## src/rtl/mat_source_if.sv

```systemverilog
`default_nettype none
// ============================================================================
// Module   : mat_source_if
// Purpose  : Bundles the load-side and read-side signals of mat_source.
//            master = the block feeding/reading the matrix, slave = mat_source.
// Signals  : load, din, din_vld         -> matrix load stream
//            busy, full                 <- load/serve status
//            rd, addr                   -> read request
//            data, data_vld, rd_err     <- registered read response
// Revision : 1.0 - initial release
// ============================================================================
interface mat_source_if #(
   parameter int DW = 16,
   parameter int AW = 8
);
   logic          load;
   logic [DW-1:0] din;
   logic          din_vld;
   logic          busy;
   logic          full;
   logic          rd;
   logic [AW-1:0] addr;
   logic [DW-1:0] data;
   logic          data_vld;
   logic          rd_err;

   modport master (
      output load, din, din_vld, rd, addr,
      input  busy, full, data, data_vld, rd_err
   );

   modport slave (
      input  load, din, din_vld, rd, addr,
      output busy, full, data, data_vld, rd_err
   );
endinterface
`default_nettype wire

```

## src/rtl/mat_source.sv

```systemverilog
`default_nettype none
// ============================================================================
// Module   : mat_source
// Purpose  : Stores an 8x8 matrix (DEPTH words, raster order) streamed in
//            after a load pulse, then serves random-access reads with a
//            one-cycle registered latency.
// Ports    : clk   - single clock, rising edge
//            rst_n - asynchronous active-low reset
//            bus   - mat_source_if.slave (load stream, status, read port)
// Revision : 1.0 - initial release
// ============================================================================
module mat_source #(
   parameter int DW    = 16,
   parameter int AW    = 8,
   parameter int DEPTH = 64
) (
   input  wire logic     clk,
   input  wire logic     rst_n,
   mat_source_if.slave   bus
);

   localparam int c_pw = (DEPTH > 1) ? $clog2(DEPTH) : 1;
   localparam logic [c_pw-1:0] c_last = c_pw'(DEPTH - 1);

   localparam logic [1:0] c_st_idle  = 2'd0;
   localparam logic [1:0] c_st_load  = 2'd1;
   localparam logic [1:0] c_st_serve = 2'd2;

   logic [1:0]      r_state;
   logic [1:0]      w_state_nxt;
   logic [c_pw-1:0] r_wptr;
   logic [c_pw-1:0] w_wptr_nxt;
   logic            w_we;
   logic            w_busy;
   logic            w_full;
   logic            w_addr_ok;

   logic [DW-1:0]   r_mem [DEPTH];
   logic [DW-1:0]   r_data;
   logic            r_data_vld;
   logic            r_rd_err;

   // ---------------------------------------------------------------- state
   always_ff @(posedge clk or negedge rst_n) begin
      if (!rst_n) begin
         r_state <= c_st_idle;
         r_wptr  <= '0;
      end else begin
         r_state <= w_state_nxt;
         r_wptr  <= w_wptr_nxt;
      end
   end

   // ----------------------------------------------------------- next state
   // A load pulse always restarts from index 0 and wins over a same-cycle
   // din_vld, so that word is never written.
   always_comb begin
      w_state_nxt = r_state;
      w_wptr_nxt  = r_wptr;
      w_we        = 1'b0;
      case (r_state)
         c_st_idle: begin
            if (bus.load) begin
               w_state_nxt = c_st_load;
               w_wptr_nxt  = '0;
            end
         end
         c_st_load: begin
            if (bus.load) begin
               w_wptr_nxt = '0;
            end else if (bus.din_vld) begin
               w_we       = 1'b1;
               w_wptr_nxt = r_wptr + 1'b1;
               if (r_wptr == c_last) begin
                  w_state_nxt = c_st_serve;
               end
            end
         end
         c_st_serve: begin
            if (bus.load) begin
               w_state_nxt = c_st_load;
               w_wptr_nxt  = '0;
            end
         end
         default: begin
            w_state_nxt = c_st_idle;
            w_wptr_nxt  = '0;
         end
      endcase
   end

   // -------------------------------------------------------------- outputs
   // Status decodes straight from the state, so busy and full are exclusive.
   always_comb begin
      w_busy = (r_state == c_st_load);
      w_full = (r_state == c_st_serve);
   end

   assign bus.busy     = w_busy;
   assign bus.full     = w_full;
   assign bus.data     = r_data;
   assign bus.data_vld = r_data_vld;
   assign bus.rd_err   = r_rd_err;

   // --------------------------------------------------------------- memory
   // Deliberately not reset: contents survive reset and partial reloads.
   always_ff @(posedge clk) begin
      if (w_we) begin
         r_mem[r_wptr] <= bus.din;
      end
   end

   // ------------------------------------------------------------ read port
   // Zero-extend before comparing so addresses wider than the index range
   // are rejected rather than aliased.
   assign w_addr_ok = ({{(32-AW){1'b0}}, bus.addr} < 32'(DEPTH));

   // A read in the same SERVE cycle as a load pulse still sees the old
   // contents because the state here is the pre-load state.
   always_ff @(posedge clk or negedge rst_n) begin
      if (!rst_n) begin
         r_data     <= '0;
         r_data_vld <= 1'b0;
         r_rd_err   <= 1'b0;
      end else if (bus.rd) begin
         if (r_state == c_st_serve) begin
            r_data_vld <= 1'b1;
            if (w_addr_ok) begin
               r_data   <= r_mem[bus.addr[c_pw-1:0]];
               r_rd_err <= 1'b0;
            end else begin
               r_data   <= {DW{1'b1}};
               r_rd_err <= 1'b1;
            end
         end else begin
            r_data     <= {DW{1'b1}};
            r_data_vld <= 1'b0;
            r_rd_err   <= 1'b1;
         end
      end else begin
         r_data_vld <= 1'b0;
         r_rd_err   <= 1'b0;
      end
   end

endmodule
`default_nettype wire

```

## src/flat_wrapper.sv

```systemverilog
// flat-port wrapper written by rule: the top's interface ports become plain ports
module mat_source_flat 
#(
   parameter int DW    = 16,
   parameter int AW    = 8,
   parameter int DEPTH = 64
)
  (clk, rst_n, bus_load, bus_din, bus_din_vld, bus_rd, bus_addr, bus_busy, bus_full, bus_data, bus_data_vld, bus_rd_err);
  mat_source_if #(.DW(DW), .AW(AW)) bus_i ();
  input  wire logic clk;
  input  wire logic rst_n;
  input wire logic [$bits(bus_i.load)-1:0] bus_load;
  input wire logic [$bits(bus_i.din)-1:0] bus_din;
  input wire logic [$bits(bus_i.din_vld)-1:0] bus_din_vld;
  input wire logic [$bits(bus_i.rd)-1:0] bus_rd;
  input wire logic [$bits(bus_i.addr)-1:0] bus_addr;
  output wire logic [$bits(bus_i.busy)-1:0] bus_busy;
  output wire logic [$bits(bus_i.full)-1:0] bus_full;
  output wire logic [$bits(bus_i.data)-1:0] bus_data;
  output wire logic [$bits(bus_i.data_vld)-1:0] bus_data_vld;
  output wire logic [$bits(bus_i.rd_err)-1:0] bus_rd_err;
  assign bus_i.load = bus_load;
  assign bus_i.din = bus_din;
  assign bus_i.din_vld = bus_din_vld;
  assign bus_i.rd = bus_rd;
  assign bus_i.addr = bus_addr;
  assign bus_busy = bus_i.busy;
  assign bus_full = bus_i.full;
  assign bus_data = bus_i.data;
  assign bus_data_vld = bus_i.data_vld;
  assign bus_rd_err = bus_i.rd_err;
  mat_source #(.DW(DW), .AW(AW), .DEPTH(DEPTH)) u_core (.clk(clk), .rst_n(rst_n), .bus(bus_i));
endmodule
```

## config.mk

```make
export PLATFORM = sky130hd
export DESIGN_NAME = mat_source_flat
export DESIGN_NICKNAME = d
export VERILOG_FILES = /design/src/rtl/mat_source_if.sv /design/src/rtl/mat_source.sv /design/src/flat_wrapper.sv
export SDC_FILE = /design/constraint.sdc
export NUM_CORES = 1
export LEC_CHECK = 0
export BUFFER_PORTS_ARGS = -buffer_cell sky130_fd_sc_hd__buf_2
export CORE_UTILIZATION = 33
export CTS_BUF_LIST = sky130_fd_sc_hd__clkbuf_2
export DETAILED_ROUTE_END_ITERATION = 7
export GPL_TIMING_DRIVEN = 0
export PLACE_DENSITY = 0.49
export SYNTH_ARGS = -nofsm -noshare
export SYNTH_HDL_FRONTEND = slang
export SYNTH_SLANG_ARGS = --single-unit
```

## constraint.sdc

```tcl
create_clock -name clk -period 2.7 [get_ports clk]
set_input_delay 0.27 -clock clk [delete_from_list [all_inputs] [get_ports clk]]
set_output_delay 0.27 -clock clk [all_outputs]
set_load 0.01 [all_outputs]
```

==> results of run 1 <==
==> sequential cells by signal, summed over array words and instances, names as in the netlist <==
register             flops
u_core.bus.data_vld      1
u_core.bus.rd_err        1
u_core.r_mem          1024
u_core.r_wptr            6
u_core.bus.data         16
u_core.r_state           2
==> worst max-delay path: cells and delay by family <==
kind	cells	cell delay, ns
compound gates	2	0.53
simple gates	2	1.44
buf+inv	5	2.16
==> routing by layer <==
| layer | track usage | vias up |
|---|---|---|
| met5 | 0 | - |
| met4 | 0.0644 | 4 |
| met3 | 0.0424 | 189 |
| met2 | 0.286 | 700 |
| met1 | 0.234 | 11200 |
| li1 | - | 8858 |
==> layout make-up <==
| class | count | area [sq um] | share of cell area |
|---|---|---|---|
| Clock buffer | 422 | 2110 | 0.0446 |
| Clock inverter | 58 | 357 | 0.00754 |
| Multi-Input combinational cell | 662 | 8650 | 0.183 |
| Sequential cell | 1050 | 31400 | 0.664 |
| Antenna cell | 12 | 30.0 | 0.000635 |
| Inverter | 3 | 11.3 | 0.000238 |
| Tap cell | 1612 | 2020 | 0.0426 |
| Buffer | 101 | 551 | 0.0116 |
| Timing Repair Buffer | 199 | 2190 | 0.0464 |
==> stage by stage <==
step                utilization  TNS [ns]  cell area (sq um)  power [mW]
detailed placement        0.362   -541.95              43500        20.1
global placement          0.352  -1344.11              42300        20.0
finish                    0.394    -0.281              47300        30.9
floorplan                     -     -2.13              40100        19.2
global route              0.394     -1.55              47300        32.2
CTS                       0.391    -0.861              47000        31.2
==> kinds of logic (layout without fill, tap and decap cells) <==
group / after synthesis / after routing
buf+inv: 104 / 783
fa+ha+maj: 1 / 1
other cells: 0 / 12
mux: 278 / 278
flops: 1050 / 1050
simple gates: 218 / 218
compound gates: 165 / 165
==> how the worst max path moves through the flow <==
stage | start | to | slack [ns]
2_1_floorplan | u_core.r_state[1] | u_core.r_mem[63][0] | -0.02
3_3_place_gp | u_core.r_state[1] | u_core.r_mem[7][10] | -1.63
3_5_place_dp | bus_addr[4] | u_core.bus.data[11] | -1.08
4_1_cts | u_core.r_state[1] | bus_busy | -0.15
5_1_grt | u_core.r_state[0] | bus_busy | -0.17
6_report | bus_addr[3] | u_core.bus.data[3] | -0.28
==> placed cells by master, fill, tap and decap left out, types with 12 or more instances in the layout <==
cell and n:
edfxtp_1 1024, clkbuf_2 422, mux4_2 250, o22ai_1 77, buf_2 70, dlygate4sd3_1 62
buf_8 59, buf_4 45, clkinv_1 43, nor2_2 40, clkbuf_1 36, nor2_1 27
dfrtp_1 26, nor2_4 24, nor2b_1 19, mux2i_1 19, and2_1 16, nor3_1 16
a31oi_1 15, o221a_1 15, buf_12 13, diode_2 12, o21ai_0 12, a21oi_1 12
==> what timing repair did <==
item / 4_1_cts / 5_1_grt
pin swaps: 8 / 6
hold buffers: 55 / 9
setup buffers: 16 / 9
hold endpoints to repair: 2071 / 413
endpoints found under the setup margin: 1036 / 241
resized for setup: 63 / 9
==> power groups by stage <==
stage / sequential (mW) / clock [mW] / combinational [mW]
floorplan: 18.3 / 0 / 0.888
finish: 18.0 / 10.9 / 1.97
global placement: 18.4 / 0 / 1.69
CTS: 18.0 / 11.3 / 1.95
global route: 18.0 / 12.1 / 2.09
detailed placement: 18.4 / 0 / 1.77
==> key figures, run 1 <==
Run status
  • Outcome: finished, violations left
  • Failing checks: capacitance limit, slew limit, setup timing

Detailed routing
  • Post-route ant nets: 0
  • Via Count: 21.0k
  • WL/cell: 26.2 um
  • Initial DRC Count: 1773
  • Router iterations before antenna repair: 5
  • Top Layer Used: met5
  • Metal3 WL: 6500 um
  • Routed length on met2: 53000 um
  • Met1 wire length: 46000 um
  • DRC Markers: 0
  • Post-Route WL: 108000 um
  • Via density: 5.09

Floorplan
  • Die Y: 351 um
  • Row count: 127
  • Initial Util: 0.334
  • Top-Level Pins: 49
  • DIE WIDTH: 351 um
  • Core area: 120000 sq um
  • Die area: 123000 sq um

Synth
  • Mapped Cells: 1816
  • Post-synth EDFFs: 1024
  • Share of Yosys cell area claimed by the top area cell type: 0.767
  • Post-synthesis xor/xnor area fraction: 0
  • Largest cells by area after synthesis: edfxtp_1, mux4_2, dfrtp_1, o22ai_1, nor2_1
  • Syn nets: 1846
  • Largest family of logic cells by synthesized area: multiplexers
  • Synth top cells by count: edfxtp_1, mux4_2, nor2_1
  • Syn_area_per_cell: 22.1 sq um
  • Yosys Warn Count: 0
  • Count leader, synth: edfxtp_1
  • Yosys cell types: 45
  • Top_reg_cell synth: edfxtp_1
  • Synthesized area: 40100 sq um
  • Register bit count reported by yosys: 1050
  • Simple-Gate Fraction of Synth Area: 0.0272
  • Async set-reset flop share out of synthesis: 0.0248
  • Seq/Total Area, Yosys: 0.783
  • Mux cell area share after synthesis: 0.148
  • Compound-Gate Fraction of Synth Area: 0.0278
  • Top cell type by total area after synthesis: edfxtp_1
  • Post-synthesis adder-cell area fraction: 0.000312

Setup path
  • Reg2Reg Depth: 7
  • Reg-to-reg endpoint: u_core.r_mem[1][10]
  • Crit path max-delay cell type: nor4_1
  • Crit Path Category: in2reg
  • Crit path DAT: 4.43 ns
  • Max incr delay on CP: 1.32 ns
  • R2R setup slack: 0.03 ns
  • WP data required: 4.15 ns
  • CP max FO: 10
  • R2r startpoint: u_core.r_state[1]
  • Critical Path Start Type: primary input
  • Worst path cell trace: dlygate4sd3_1, buf_2, or3_1, dlygate4sd3_1, clkbuf_1, clkbuf_1, o22ai_1, nor4_1, o221a_1
  • Critical path endpoint category: register

STA
  • Max-slew violation count: 2
  • Final min period: 2.98 ns
  • Final hold viol count: 0
  • Final setup viols: 1
  • Clk_skew: 0.150 ns
  • Fin Hold WS: 0.167 ns
  • RSZ-0062 raised after global routing: true
  • Relative slew slack: -0.0815
  • Max frequency: 335 MHz
  • Least-Margin Pin Slew: 1.61 ns
  • Setup ws final: -0.281 ns
  • Period utilization: 1.10

Job
  • Max Cap Viol: 1

Placed design
  • Pre-CTS setup slack: -1.08 ns
  • Number of port buffers: 45
  • Dpl cells: 3536
  • Placer Congestion: 0.873
  • Post-DP HPWL: 68100 um

Clock tree
  • Worst-Skew Late Latency: 1.51 ns
  • CTS Buf Count: 293
  • Clock net sink count: 1050
  • TritonCTS clock tree: built
  • Clock buffer depth: 4
  • CTS H-tree depth: 5
  • Reg clk slew, reported paths: 0.11 ns
  • Root buffer cell: clkbuf_2

GRT
  • Vias in the first global route: 22.2k
  • GRT overflow: 0
  • Gr usage total: 0.178
  • Largest net degree at the start of global routing: 65
  • Initial antenna violation count: 5
  • First-pass GRT wire length: 155000 um

Worst hold path
  • Min-delay src: bus_din[14]
  • HP Class: in2reg
  • WHS Endpoint: u_core.r_mem[60][14]
  • Worst hold path stage count: 2

Power
  • Net Sw Frac: 0.246
  • Pwr dens: 652 nW/um^2
  • P_leak: 15.2 nW
  • Max VDD drop: 0.000417 V
  • Reg power frac: 0.583
  • Clk network pwr share: 0.354
  • Combinational share of power: 0.064
  • Internal power: 23.3 mW
  • Switching power: 7.61 mW

Final layout
  • Layout cell share with drive strength beyond 1: 0.398
  • Final nets: 2340
  • Filler Cells Inserted: 11.0k
  • Layout Cells excl Fill: 4119
  • Synthesis-to-finish area growth: 18.0%
Note: power is estimated with default switching activity, not from simulation.
==> run 2: changes to the inputs <==
--- a/config.mk
+++ b/config.mk
@@ -10,7 +10,7 @@
 export CTS_BUF_LIST = sky130_fd_sc_hd__clkbuf_2
 export DETAILED_ROUTE_END_ITERATION = 7
 export GPL_TIMING_DRIVEN = 0
-export PLACE_DENSITY = 0.49
+export PLACE_DENSITY = 0.47
 export SYNTH_ARGS = -nofsm -noshare
 export SYNTH_HDL_FRONTEND = slang
 export SYNTH_SLANG_ARGS = --single-unit
==> constraint.sdc (replaced) <==
create_clock -name clk -period 3.4 [get_ports clk]
set_input_delay 0.34 -clock clk [delete_from_list [all_inputs] [get_ports clk]]
set_output_delay 0.34 -clock clk [all_outputs]
set_load 0.01 [all_outputs]
==> run 2 against run 1 <==
The flow now finishes without violations; hold slack improved by 0.022 ns; setup slack improved by 0.33 ns; first-iteration DRC count is 16% higher; sequential power fell by 21%; sequential cell count unchanged; sequential share of layout area rose by 1.1 points.
==> key figures, run 2 (same netlist as run 1, synthesis figures left out) <==
Run status
  • Outcome: finished clean

GRT
  • First-pass GRT wire length: 157000 um
  • Largest net degree at the start of global routing: 65
  • Gr usage total: 0.182
  • Initial antenna violation count: 7
  • Vias in the first global route: 22.1k
  • GRT overflow: 0

Setup path
  • Max incr delay on CP: 0.48 ns
  • Crit path DAT: 4.40 ns
  • CP Launch Point: u_core.r_state[1]
  • Reg2Reg Depth: 7
  • Critical path endpoint category: register
  • CP max FO: 10
  • Worst path cell trace: clkbuf_1, nor2b_1, nand2_1, nor3b_2, nand2_2, nor2_4, buf_6
  • R2R setup slack: 0.05 ns
  • Crit path capture: u_core.r_mem[54][5]
  • Crit Path Category: reg2reg
  • WP data required: 4.45 ns
  • Reg-to-reg endpoint: u_core.r_mem[54][5]
  • Crit path max-delay cell type: nor3b_2
  • R2r startpoint: u_core.r_state[1]
  • Critical Path Start Type: register

STA
  • Relative slew slack: 0.0810
  • Max-slew violation count: 0
  • Setup ws final: 0.0482 ns
  • Final hold viol count: 0
  • Fin Hold WS: 0.189 ns
  • Final min period: 3.35 ns
  • Least-Margin Pin Slew: 1.38 ns
  • RSZ-0062 raised after global routing: true
  • Max frequency: 298 MHz
  • Clk_skew: 0.131 ns
  • Final setup viols: 0
  • Period utilization: 0.986

Detailed routing
  • Via density: 5.15
  • Router iterations before antenna repair: 5
  • WL/cell: 27.2 um
  • Post-Route WL: 110000 um
  • Post-route ant nets: 0
  • DRC Markers: 0
  • Initial DRC Count: 2063
  • Via Count: 20.8k

Floorplan
  • DIE WIDTH: 351 um
  • Core area: 120000 sq um
  • Row count: 127
  • Top-Level Pins: 49
  • Initial Util: 0.334
  • Die area: 123000 sq um
  • Die Y: 351 um

Worst hold path
  • HP Class: in2reg

Placed design
  • Placer Congestion: 0.865
  • Number of port buffers: 45
  • Pre-CTS setup slack: -0.388 ns
  • Post-DP HPWL: 69900 um

Final layout
  • Largest reg by FF count: u_core.r_mem
  • Core Util, Final: 0.388
  • Leading cell type in the layout, fill and taps excluded: edfxtp_1
  • Synthesis-to-finish area growth: 16.1%
  • Final nets: 2293
  • Layout cell share with drive strength beyond 1: 0.380
  • Max reg flops: 1024
  • Most frequent cells in the layout: edfxtp_1, clkbuf_2, mux4_2, o22ai_1, buf_2

Power
  • Pwr dens: 522 nW/um^2
  • Clk network pwr share: 0.352
  • Internal power: 18.3 mW
  • Switching power: 5.94 mW
  • Reg power frac: 0.588
  • Max VDD drop: 0.000195 V
  • Final Power: 24.3 mW
  • Combinational share of power: 0.060
  • Net Sw Frac: 0.245
  • P_leak: 14.8 nW

Job
  • Max Cap Viol: 0

Clock tree
  • CTS H-tree depth: 5
  • Number of buffers added for setup after CTS: 0
  • Reg clk slew, reported paths: 0.10 ns
  • Worst-Skew Late Latency: 1.44 ns
  • TritonCTS clock tree: built
  • CTS Buf Count: 283
  • Clock net sink count: 1050
  • Root buffer cell: clkbuf_2
  • Clock buffer depth: 4
-- run 2: cell count changes in the layout (fill, tap and decap cells not counted), moves of 9 or more --
cell,delta
buf_12,-10
nor4_2,-9
buf_4,-16
diode_2,-10
dlygate4sd3_1,-13
nor4_1,+9
clkbuf_2,-27
-- run 2: cell type report --
cell class	count	area, sq um
diodes	2	5.00
plain buffers	101	533
clock buffers	395	1980
clock inverters	50	374
fillers	11100	73600
inverters	3	11.3
multi-input cells	662	8480
flip-flops and latches	1050	31400
well taps	1612	2020
repair buffers	162	1760
-- run 2: repair_timing --
action | 4_1_cts | 5_1_grt
endpoints found under the hold margin | 1402 | 143
pin swaps | 0 | 0
gates resized for setup | 26 | 12
cloned | 0 | 0
hold buffers | 41 | 11
setup endpoints to repair | 315 | 702
-- run 2: worst max-delay path, delay by kind of cell (launching register included) --
kind	cells	cell delay, ns
buffers and inverters	2	0.47
DFF	1	0.40
and+or+nand+nor	5	2.08
-- run 2: worst min path at each step --
stage | startpoint | endpoint | slack (ns) | depth (start not counted)
4_1_cts | bus_addr[4] | u_core.bus.data[1] | 0.02 | 6
3_5_place_dp | rst_n | u_core.bus.data_vld | 0.39 | 1
6_report | bus_addr[7] | u_core.bus.data[2] | 0.19 | 5
3_3_place_gp | rst_n | u_core.bus.data_vld | 0.38 | 1
2_1_floorplan | rst_n | u_core.bus.data[0] | 0.04 | 0
5_1_grt | bus_addr[7] | u_core.bus.data[2] | 0.06 | 5
-- run 2: stage by stage --
stage	setup TNS [ns]	std cells	cell area [sq um]
6_report	0	4037	46600
3_3_place_gp	-540.05	3473	42300
5_1_grt	-0.0196	4036	46600
4_1_cts	-24.00	4023	46300
3_5_place_dp	-38.62	3537	43400
2_1_floorplan	0	1816	40100
-- run 2: power by group through the flow --
stage | combinational, mW | sequential (mW) | clock (mW)
floorplan | 0.705 | 14.6 | 0
global placement | 1.34 | 14.6 | 0
detailed placement | 1.38 | 14.6 | 0
CTS | 1.44 | 14.3 | 8.91
global route | 1.54 | 14.3 | 9.51
finish | 1.45 | 14.3 | 8.55
-- run 2: routing by layer --
metal,vias to the layer above,GRT usage,wire (um)
li1,8749,-,-
met1,11100,0.249,48000
met2,813,0.285,52300
met3,148,0.0428,7360
met4,2,0.0586,2260
met5,-,0,8
==> run 3: changes to the inputs <==
--- a/config.mk
+++ b/config.mk
@@ -6,6 +6,7 @@
 export NUM_CORES = 1
 export LEC_CHECK = 0
 export BUFFER_PORTS_ARGS = -buffer_cell sky130_fd_sc_hd__buf_2
+export CORE_ASPECT_RATIO = 0.75
 export CORE_UTILIZATION = 33
 export CTS_BUF_LIST = sky130_fd_sc_hd__clkbuf_2
 export DETAILED_ROUTE_END_ITERATION = 7
==> run 3 against run 2 <==
The flow now finishes with violations (setup timing); global-route usage increased by 0.17 points; critical path depth unchanged; first-iteration DRC count increased by 5.0%; count of clock-buffer cells in the layout decreased by 6; critical path type unchanged; largest cell class unchanged; highest routed layer is now met4.
==> key figures, run 3 (same netlist as run 1, synthesis figures left out) <==
Floorplan
  • Top-Level Pins: 49
  • Initial Util: 0.333
  • DIE WIDTH: 404 um
  • Core area: 120000 sq um
  • Die area: 123000 sq um
  • Die Y: 304 um
  • Row count: 110

GRT
  • Initial antenna violation count: 11
  • Largest net degree at the start of global routing: 65
  • Vias in the first global route: 21.8k
  • First-pass GRT wire length: 159000 um
  • Met1 Track Usage GR: 0.280
  • Grt met3 use: 0.0403
  • Gr usage total: 0.183
  • GRT overflow: 0
  • Grt peak-use layer: met1
  • Grt met2 use: 0.255

Setup path
  • Critical Path Start Type: register
  • R2r startpoint: u_core.r_state[1]
  • WP data required: 4.56 ns
  • Crit path DAT: 4.58 ns
  • Critical path endpoint category: register
  • Top cell by count, worst path: nand2_1
  • Crit Path Category: reg2reg
  • Max incr delay on CP: 0.61 ns
  • Worst path cell trace: clkbuf_1, nor2b_1, nand2_1, nor3b_1, nand2_1, nor2_2, buf_8
  • CP max FO: 11
  • CP Launch Point: u_core.r_state[1]
  • Crit path max-delay cell type: nand2_1

Worst hold path
  • HP Class: in2reg
  • Min-delay src: bus_din[12]

Placed design
  • Number of port buffers: 45
  • Placer Congestion: 0.901
  • Post-DP HPWL: 70900 um

Final layout
  • Final nets: 2300
  • Largest reg by FF count: u_core.r_mem
  • Synthesis-to-finish area growth: 16.1%
  • Filler Cells Inserted: 11.1k
  • Leading cell type in the layout, fill and taps excluded: edfxtp_1
  • Max reg flops: 1024
  • Core Util, Final: 0.387
  • Most frequent cells in the layout: edfxtp_1, clkbuf_2, mux4_2, o22ai_1, buf_2
  • Layout cell share with drive strength beyond 1: 0.370

Clock tree
  • Clock buffer depth: 4
  • CTS Buf Count: 278
  • Number of buffers added for setup after CTS: 0
  • Clock net sink count: 1050
  • Root buffer cell: clkbuf_2
  • TritonCTS clock tree: built
  • Reg clk slew, reported paths: 0.11 ns
  • Worst-Skew Late Latency: 1.56 ns
  • CTS H-tree depth: 5

STA
  • Max frequency: 293 MHz
  • Final setup viols: 3
  • Setup ws final: -0.0155 ns
  • Period utilization: 1.00
  • Max-slew violation count: 0
  • Final min period: 3.42 ns
  • Relative slew slack: 0.0832
  • Least-Margin Pin Slew: 1.38 ns
  • Final hold viol count: 0
  • RSZ-0062 raised after global routing: true
  • Clk_skew: 0.157 ns

Power
  • Final Power: 24.0 mW
  • Pwr dens: 515 nW/um^2
  • Max VDD drop: 0.000251 V
  • P_leak: 14.8 nW

Detailed routing
  • Initial DRC Count: 2167
  • Via Count: 21.1k
  • DRC Markers: 0
  • Post-route ant nets: 0
  • Post-Route WL: 112000 um
  • WL/cell: 27.5 um
  • Via density: 5.20
  • Router iterations before antenna repair: 5

Run status
  • Outcome: finished, violations left
  • Failing checks: setup timing

Job
  • Max Cap Viol: 0
## run 3: cell types whose count changed in the layout (fill, tap and decap cells not counted), moves of 5 or more
cell	before	now
clkbuf_2	395	389
nand2_1	11	17
nand2_2	6	0
buf_6	10	2
dlygate4sd3_1	49	61
nor2_4	25	3
nor2_2	39	61
clkinv_1	35	40
buf_16	1	9
inv_2	6	1
## run 3: routing by layer
layer | vias to the layer above | part of all wire
met5 | - | 0
met3 | 196 | 0.081
met4 | 0 | 0.024
li1 | 8751 | -
met2 | 905 | 0.43
met1 | 11200 | 0.46
## run 3: through the flow
step	std cells	hold WS, ns	instance area, sq um	setup WS, ns	setup TNS, ns
finish	4056	0.217	46500	-0.0155	-0.0159
global route	4054	0.146	46500	-0.112	-2.68
CTS	4038	0.0269	46300	0.0186	0
detailed placement	3549	0.403	43600	-0.149	-1.63
global placement	3485	0.389	42300	-0.690	-404.80
floorplan	1816	0.0444	40100	0.680	0
## run 3: final timing paths
kind | cells past startpoint | end | slack, ns
max | 7 | u_core.r_mem[52][7] | -0.02
min | 2 | u_core.r_mem[43][12] | 0.22
max reg2reg | 7 | u_core.r_mem[52][7] | -0.02
min reg2reg | 2 | u_core.r_wptr[2] | 0.65
max in group asynchronous | 5 | u_core.r_wptr[2] | 2.83
min in group asynchronous | 5 | u_core.bus.data[12] | 0.32
## run 3: cell type report
class / count / area [sq um] / area share
inverter: 3 / 11.3 / 0.000242
clock buffer: 389 / 1950 / 0.0418
antenna: 6 / 15.0 / 0.000323
clock inverter: 47 / 259 / 0.00556
buffer: 101 / 533 / 0.0115
multi-input combinational: 662 / 8340 / 0.179
tap: 1624 / 2030 / 0.0437
sequential: 1050 / 31400 / 0.675
timing repair buffer: 174 / 2010 / 0.0432
## run 3: worst max-delay path: cells and delay by family (launching register included)
kind	cells	cell delay, ns
and+or+nand+nor	5	2.23
DFF	1	0.40
buffers and inverters	2	0.47
## run 3: what timing repair did
action | in CTS | in global routing
hold endpoints to repair | 1497 | 341
resized for setup | 3 | 5
hold buffers | 53 | 11
gates cloned | 0 | 0
endpoints found under the setup margin | 23 | 83
## run 3: where the power goes
part	internal (mW)	switching (mW)
Clock	3.24	5.00
Sequential	14.2	0.0274
Combinational	0.507	0.972
